**config.mk**
```make
export PLATFORM = sky130hd
export DESIGN_NAME = fifo_rd_stream
export DESIGN_NICKNAME = d
export VERILOG_FILES = /design/src/rtl/fifo_rd_stream.sv
export SDC_FILE = /design/constraint.sdc
export NUM_CORES = 1
export LEC_CHECK = 0
export CAP_MARGIN = 20
export CORE_MARGIN = 1
export CORE_UTILIZATION = 32
export DETAILED_ROUTE_END_ITERATION = 10
export MAX_ROUTING_LAYER = met4
export PLACE_DENSITY = 0.6
export SLEW_MARGIN = 20
export SYNTH_ARGS = -nofsm -noshare
export SYNTH_HDL_FRONTEND = slang
export SYNTH_SLANG_ARGS = --single-unit
```
**constraint.sdc**
```tcl
create_clock -name clk_i -period 1.55 [get_ports clk_i]
set_clock_uncertainty 0.2 [all_clocks]
set_input_delay 0.31 -clock clk_i [delete_from_list [all_inputs] [get_ports clk_i]]
set_output_delay 0.31 -clock clk_i [all_outputs]
set_load 0.02 [all_outputs]
```
**src/rtl/fifo_rd_stream.sv**
```systemverilog
// Read-side drain stage for fifo_ip: pops an async-read FIFO into a two-entry
// output buffer with a registered valid/ready stream, packet last flag and beat count.
module fifo_rd_stream #(
  parameter int WordLength = 8,
  parameter int PktLen     = 4,
  parameter int CntBits    = 16
) (
  input  logic                  clk_i,
  input  logic                  rst_i,
  input  logic                  en_i,
  input  logic                  fifo_empty_i,
  input  logic [WordLength-1:0] fifo_data_i,
  output logic                  fifo_rd_o,
  output logic                  m_valid_o,
  input  logic                  m_ready_i,
  output logic [WordLength-1:0] m_data_o,
  output logic                  m_last_o,
  output logic [CntBits-1:0]    beat_cnt_o
);

  localparam int IdxBits = (PktLen > 1) ? $clog2(PktLen) : 1;
  localparam logic [IdxBits-1:0] IdxLast = IdxBits'(PktLen - 1);

  typedef enum logic [1:0] {
    ST_EMPTY = 2'd0,
    ST_ONE   = 2'd1,
    ST_TWO   = 2'd2
  } state_t;

  state_t                r_state;
  state_t                w_state_next;
  logic [WordLength-1:0] r_out;
  logic [WordLength-1:0] r_skid;
  logic [IdxBits-1:0]    r_idx;
  logic [CntBits-1:0]    r_cnt;

  logic w_valid;
  logic w_pop;
  logic w_take;
  logic w_load_out_fifo;
  logic w_load_out_skid;
  logic w_load_skid;

  assign w_valid = (r_state != ST_EMPTY);
  // The pop decision looks only at registered state, never at m_ready_i.
  assign w_pop   = en_i & ~fifo_empty_i & (r_state != ST_TWO) & ~rst_i;
  assign w_take  = w_valid & m_ready_i;

  always_ff @(posedge clk_i or posedge rst_i) begin
    if (rst_i) begin
      r_state <= ST_EMPTY;
    end else begin
      r_state <= w_state_next;
    end
  end

  always_comb begin
    w_state_next    = r_state;
    w_load_out_fifo = 1'b0;
    w_load_out_skid = 1'b0;
    w_load_skid     = 1'b0;
    case (r_state)
      ST_EMPTY: begin
        if (w_pop) begin
          w_load_out_fifo = 1'b1;
          w_state_next    = ST_ONE;
        end
      end
      ST_ONE: begin
        if (w_pop && w_take) begin
          w_load_out_fifo = 1'b1;
        end else if (w_pop) begin
          w_load_skid  = 1'b1;
          w_state_next = ST_TWO;
        end else if (w_take) begin
          w_state_next = ST_EMPTY;
        end
      end
      ST_TWO: begin
        if (w_take) begin
          w_load_out_skid = 1'b1;
          w_state_next    = ST_ONE;
        end
      end
      default: begin
        w_state_next = ST_EMPTY;
      end
    endcase
  end

  always_ff @(posedge clk_i or posedge rst_i) begin
    if (rst_i) begin
      r_out  <= '0;
      r_skid <= '0;
    end else begin
      if (w_load_out_fifo) begin
        r_out <= fifo_data_i;
      end else if (w_load_out_skid) begin
        r_out <= r_skid;
      end
      if (w_load_skid) begin
        r_skid <= fifo_data_i;
      end
    end
  end

  // Packet index and delivered-beat counter both advance on every take.
  always_ff @(posedge clk_i or posedge rst_i) begin
    if (rst_i) begin
      r_idx <= '0;
      r_cnt <= '0;
    end else if (w_take) begin
      r_cnt <= r_cnt + CntBits'(1);
      if (r_idx == IdxLast) begin
        r_idx <= '0;
      end else begin
        r_idx <= r_idx + IdxBits'(1);
      end
    end
  end

  assign fifo_rd_o  = w_pop;
  assign m_valid_o  = w_valid;
  assign m_data_o   = r_out;
  assign m_last_o   = w_valid & (r_idx == IdxLast);
  assign beat_cnt_o = r_cnt;

endmodule

```
# == After elaboration in Yosys (flattened, before gate mapping) ==
# Cells that the tools add are included.
# W data, S select, Z words.
# op_classes
add_sub_neg,2
eq_ne,8
mux,16
bitwise,7
reduce_logical,5
# ops
operator,count
$add A16 B1 Y16 const B,1
$mux W8,2
$mux W2,6
$ne A2 B2 Y1 const B,4
$mux W1,6
$pmux W2 S3,1
$and A1 B1 Y1,5
$eq A2 B2 Y1 const B,2
$reduce_and A4 Y1,1
$reduce_bool A2 Y1,2
$ne A3 B3 Y1 const B,1
$add A2 B1 Y2 const B,1
$eq A2 B1 Y1 const B,1
$logic_not A2 Y1,1
$not A1 Y1,2
$pmux W1 S2,1
$logic_and A1 B1 Y1,1
# word_totals
reg_bits,36
inputBits,13

# == Logic depth before layout (Yosys ltp) ==
# logic_depth
word_depth,8
depth_mapped,5
mapped_depth_nobuf,5

# == Worst setup path after synthesis ==
# No wires, ideal clock.
# synth_path
kind,flip-flop to flip-flop
startpoint,"reg r_cnt[0], in the netlist beat_cnt_o[0]"
endpoint,"reg r_cnt[12], in the netlist beat_cnt_o[12]"
arrival_ps,1328
t_required_ps,1220
path_slack_ps,-108
path_stages_with_launch,6
period_less_slack_ps,1658
path_cell_list,dfrtp_1 -> ha_1 -> nand4_1 -> nor3_4 -> nand4_1 -> xnor2_1
# synth_via
elab_chain_cells,1
# synth_lines
element,line_no,source
"start, declared",35,logic [CntBits-1:0] r_cnt;
"start signal, assigned",113,r_cnt <= r_cnt + CntBits'(1);
$add A16 B1 Y16,113,
# No other way between the ends.
# A chain may end at the register's enable or synchronous reset.

# == Final worst setup path ==
# layout_path
startpoint,reg r_state[0]
endpoint,out fifo_rd_o
# layout_via
elab_chain_cells,3
# layout_lines
element,line_no,source
"start, declared",30,state_t r_state;
"start signal, assigned",53,r_state <= w_state_next;
$ne A2 B2 Y1,46,assign w_pop = en_i & ~fifo_empty_i & (r_state != ST_TWO) & ~rst_i;
$and A1 B1 Y1 (2 in series),46,
"end, declared",13,"output logic fifo_rd_o,"
# No other way between the ends.

==> impl_metrics.toml <==
[status]
outcome = "finished, violations left"
failed_checks = "negative setup slack"

[floorplanning]
die-area_um2 = 5270
die_height_um = 72.6
starting_utilization_of_the_core_area_pct = 33.5
ios = 40
placeableCoreArea_um2 = 4750
die_w_um = 72.6
rows = 25

[global_routing]
grt_first_pass_wirelength_um = 6360
grt_antenna_before_repair = 0
number_of_global_route_vias_before_repair = 1410
grt.overflow.total = 0
grt_max_degree = 37
groute.usage.overall_pct = 16.4

[synth]
number_of_flops_mapped_to_enable_cells_by_yosys = 0
synth_area_leaders = "sky130_fd_sc_hd__dfrtp_1 (57%), sky130_fd_sc_hd__xnor2_1 (6.0%), sky130_fd_sc_hd__mux2_2 (5.7%)"
synthFlopType = "sky130_fd_sc_hd__dfrtp_1"
cell_types_with_the_highest_counts_after_synthesis = "sky130_fd_sc_hd__dfrtp_1 (36), sky130_fd_sc_hd__nand2_1 (24), sky130_fd_sc_hd__xnor2_1 (11), sky130_fd_sc_hd__a22oi_1 (8), sky130_fd_sc_hd__mux2_2 (8)"
synth_top_cell_area_share_pct = 56.5
syn_inst = 133
synth_seq_cells = 36
synth.largest_area_cell = "sky130_fd_sc_hd__dfrtp_1"
synth.cell_area_um2 = 1590
ys_async_sr_fraction_pct = 100
ys_warn_count = 0
avgSynthCellArea_um2 = 12.0
synthDistinctLibCells = 28
post-synth-top-count-cell = "sky130_fd_sc_hd__dfrtp_1"
yosysSeqAreaShare_pct = 56.5
synthesized_netlist_net_count = 148

[detailed_routing]
drc = 0
postRouteAntennaNets = 0
via_count = 1314
routed_via_density = 4.68
drtPass1Iterations = 4
wl_per_cell_um = 13.4
detailedRoute.firstIterationViolations = 51
finalWirelength_um = 3750

[power_and_ir_drop]
power.ir.vdd_worst_v = 0.000443
pwr_density_cell_nw_per_um2 = 1080
power_uw = 2720
switching_power_uw = 851
power.share.clock_pct = 25.0
internal_dissipation_uw = 1870
swShare_pct = 31.3
p_leak_uw = 0.00127
power.sequential.fraction_pct = 46.2
power_frac_comb_pct = 28.8

[clock_network]
clock-sinks = 36
cts-root-buf = "sky130_fd_sc_hd__clkbuf_8"
tritoncts = "yes"
cts_buffers = 5
maximum_buffer_depth_of_the_clock_tree = 2
clk_pin_slew_ns = 0.07
cts.htree.levels = 2
clock_insertion_delay_worst_skew_ns = 0.28

[layout]
syn2layout_area_growth_pct = 57.5
antenna_cells = 0
finish.instance_area_um2 = 2510
final_util_pct = 52.8
drive_gt1_share_pct = 40.2
nets = 228

[sta]
setup_repair_after_global_routing_missed_its_margin = "true"
maximum_clock_frequency_mhz = 579
finalCritPeriodShare_pct = 111
worst_slew_margin_rel_pct = 80.6
setup_tns_ns = -1.63
worst_slew_pin_slew_ns = 0.290
shortest_period_the_worst_path_allows_ns = 1.73
hold_viol = 0
post-route-worst-setup-slack_ns = -0.177
report.final.setup_viol = 24
drv_slew = 0

[place]
hpwl_um = 2580
place.gp.congestion = 0.749
place.port_buffers = 39
dpl_cell_area_um2 = 2290

[setup_path]
critical_path.startpoint_type = "register"
worst_setup_path_end_kind = "primary output"
reg2reg_setup_slack_ns = -0.10
timing_worst_setup_path_type = "reg2out"
required_ns = 1.04
worstPathArrival_ns = 1.22
critical_path.max_fanout = 3

[min_path]
worst_hold_path_type = "in2async"

[job]
maxCapViolations = 0
worst max-delay path, cell delays in order (launching register included):
cell                      delay (ns)
sky130_fd_sc_hd__dfrtp_1        0.39
sky130_fd_sc_hd__or2b_1         0.25
sky130_fd_sc_hd__and2_4         0.17
sky130_fd_sc_hd__buf_6          0.12
metal layers:
layer | GRT usage, % | share of wire [%] | up-vias
met1 | 19.6 | 43 | 644
met2 | 26.8 | 52 | 36
met3 | 4.14 | 4.1 | 6
met5 | - | 0 | -
li1 | - | - | 628
met4 | 6.32 | 1.5 | 0
through the flow:
| stage | instances | hold WS, ns | setup WS, ns |
|---|---|---|---|
| after detailed placement | 264 | 0.262 | -0.706 |
| after global routing | 281 | 0.0743 | -0.248 |
| after floorplan | 133 | 0.217 | -0.00544 |
| final | 281 | 0.0495 | -0.177 |
| after global placement | 264 | 0.262 | -0.656 |
| after CTS | 279 | 0.0489 | -0.198 |
cell type report:
type	instances	area (µm²)
Clock inverter	2	10.0
Clock buffer	6	82.6
Multi-Input combinational cell	93	773
Tap cell	67	83.8
Sequential cell	36	903
Inverter	3	11.3
Timing Repair Buffer	74	647
Fill cell	436	2240
power by group through the flow:
stage	sequential (µW)	combinational, µW	clock [µW]
6_report	1250	783	679
2_1_floorplan	1380	267	0
4_1_cts	1250	792	707
3_5_place_dp	1270	791	0
5_1_grt	1280	875	748
3_3_place_gp	1260	770	0
cell families after synthesis:
family,count (synthesis),share of synthesized area (%)
xor gates and xnor gates,15,8.24
adders and majority gates,2,1.57
buffers and inverters,5,1.33
and+or+nand+nor,54,19.3
DFF,36,56.5
muxes,8,5.65
AOI/OAI and AO/OA,13,7.38
timing repair:
item                                    in CTS  in global routing
gates cloned                                 1                  0
endpoints found under the setup margin      53                 35
buffers inserted                             6                  2
hold buffers                                 0                  0
pin swaps                                    8                  8
gates resized for setup                     65                 24
worst paths after layout:
check	cells after the start	to	start
max in group asynchronous	3	beat_cnt_o[0]	rst_i
max reg2reg	7	m_data_o[5]	r_state[1]
min reg2reg	1	beat_cnt_o[15]	beat_cnt_o[15]
min	3	r_skid[3]	rst_i
min in group clk_i	1	beat_cnt_o[15]	beat_cnt_o[15]
max	3	fifo_rd_o	r_state[0]
sequential cells by signal, indices dropped and copies added, names as in the netlist:
register / count
m_data_o: 8
r_skid: 8
r_state: 2
r_idx: 2
beat_cnt_o: 16
cells in the final DEF, fill, tap and decap left out, types with 3 or more instances in the layout:
cell type	synthesis	routed
sky130_fd_sc_hd__mux2_2	8	7
sky130_fd_sc_hd__xor2_1	4	4
sky130_fd_sc_hd__dfrtp_1	36	34
sky130_fd_sc_hd__a22oi_2	0	4
sky130_fd_sc_hd__a22oi_1	8	4
sky130_fd_sc_hd__clkdlybuf4s50_1	0	8
sky130_fd_sc_hd__xnor2_1	11	11
sky130_fd_sc_hd__nand2_1	24	24
sky130_fd_sc_hd__clkdlybuf4s15_1	0	5
sky130_fd_sc_hd__clkbuf_8	0	6
sky130_fd_sc_hd__dlygate4sd2_1	0	17
sky130_fd_sc_hd__nand3_2	0	4
sky130_fd_sc_hd__nand4_1	5	5
sky130_fd_sc_hd__inv_1	3	3
sky130_fd_sc_hd__clkbuf_2	0	5
sky130_fd_sc_hd__buf_6	0	9
sky130_fd_sc_hd__buf_4	0	28
Power figures use the tool's default switching activity.
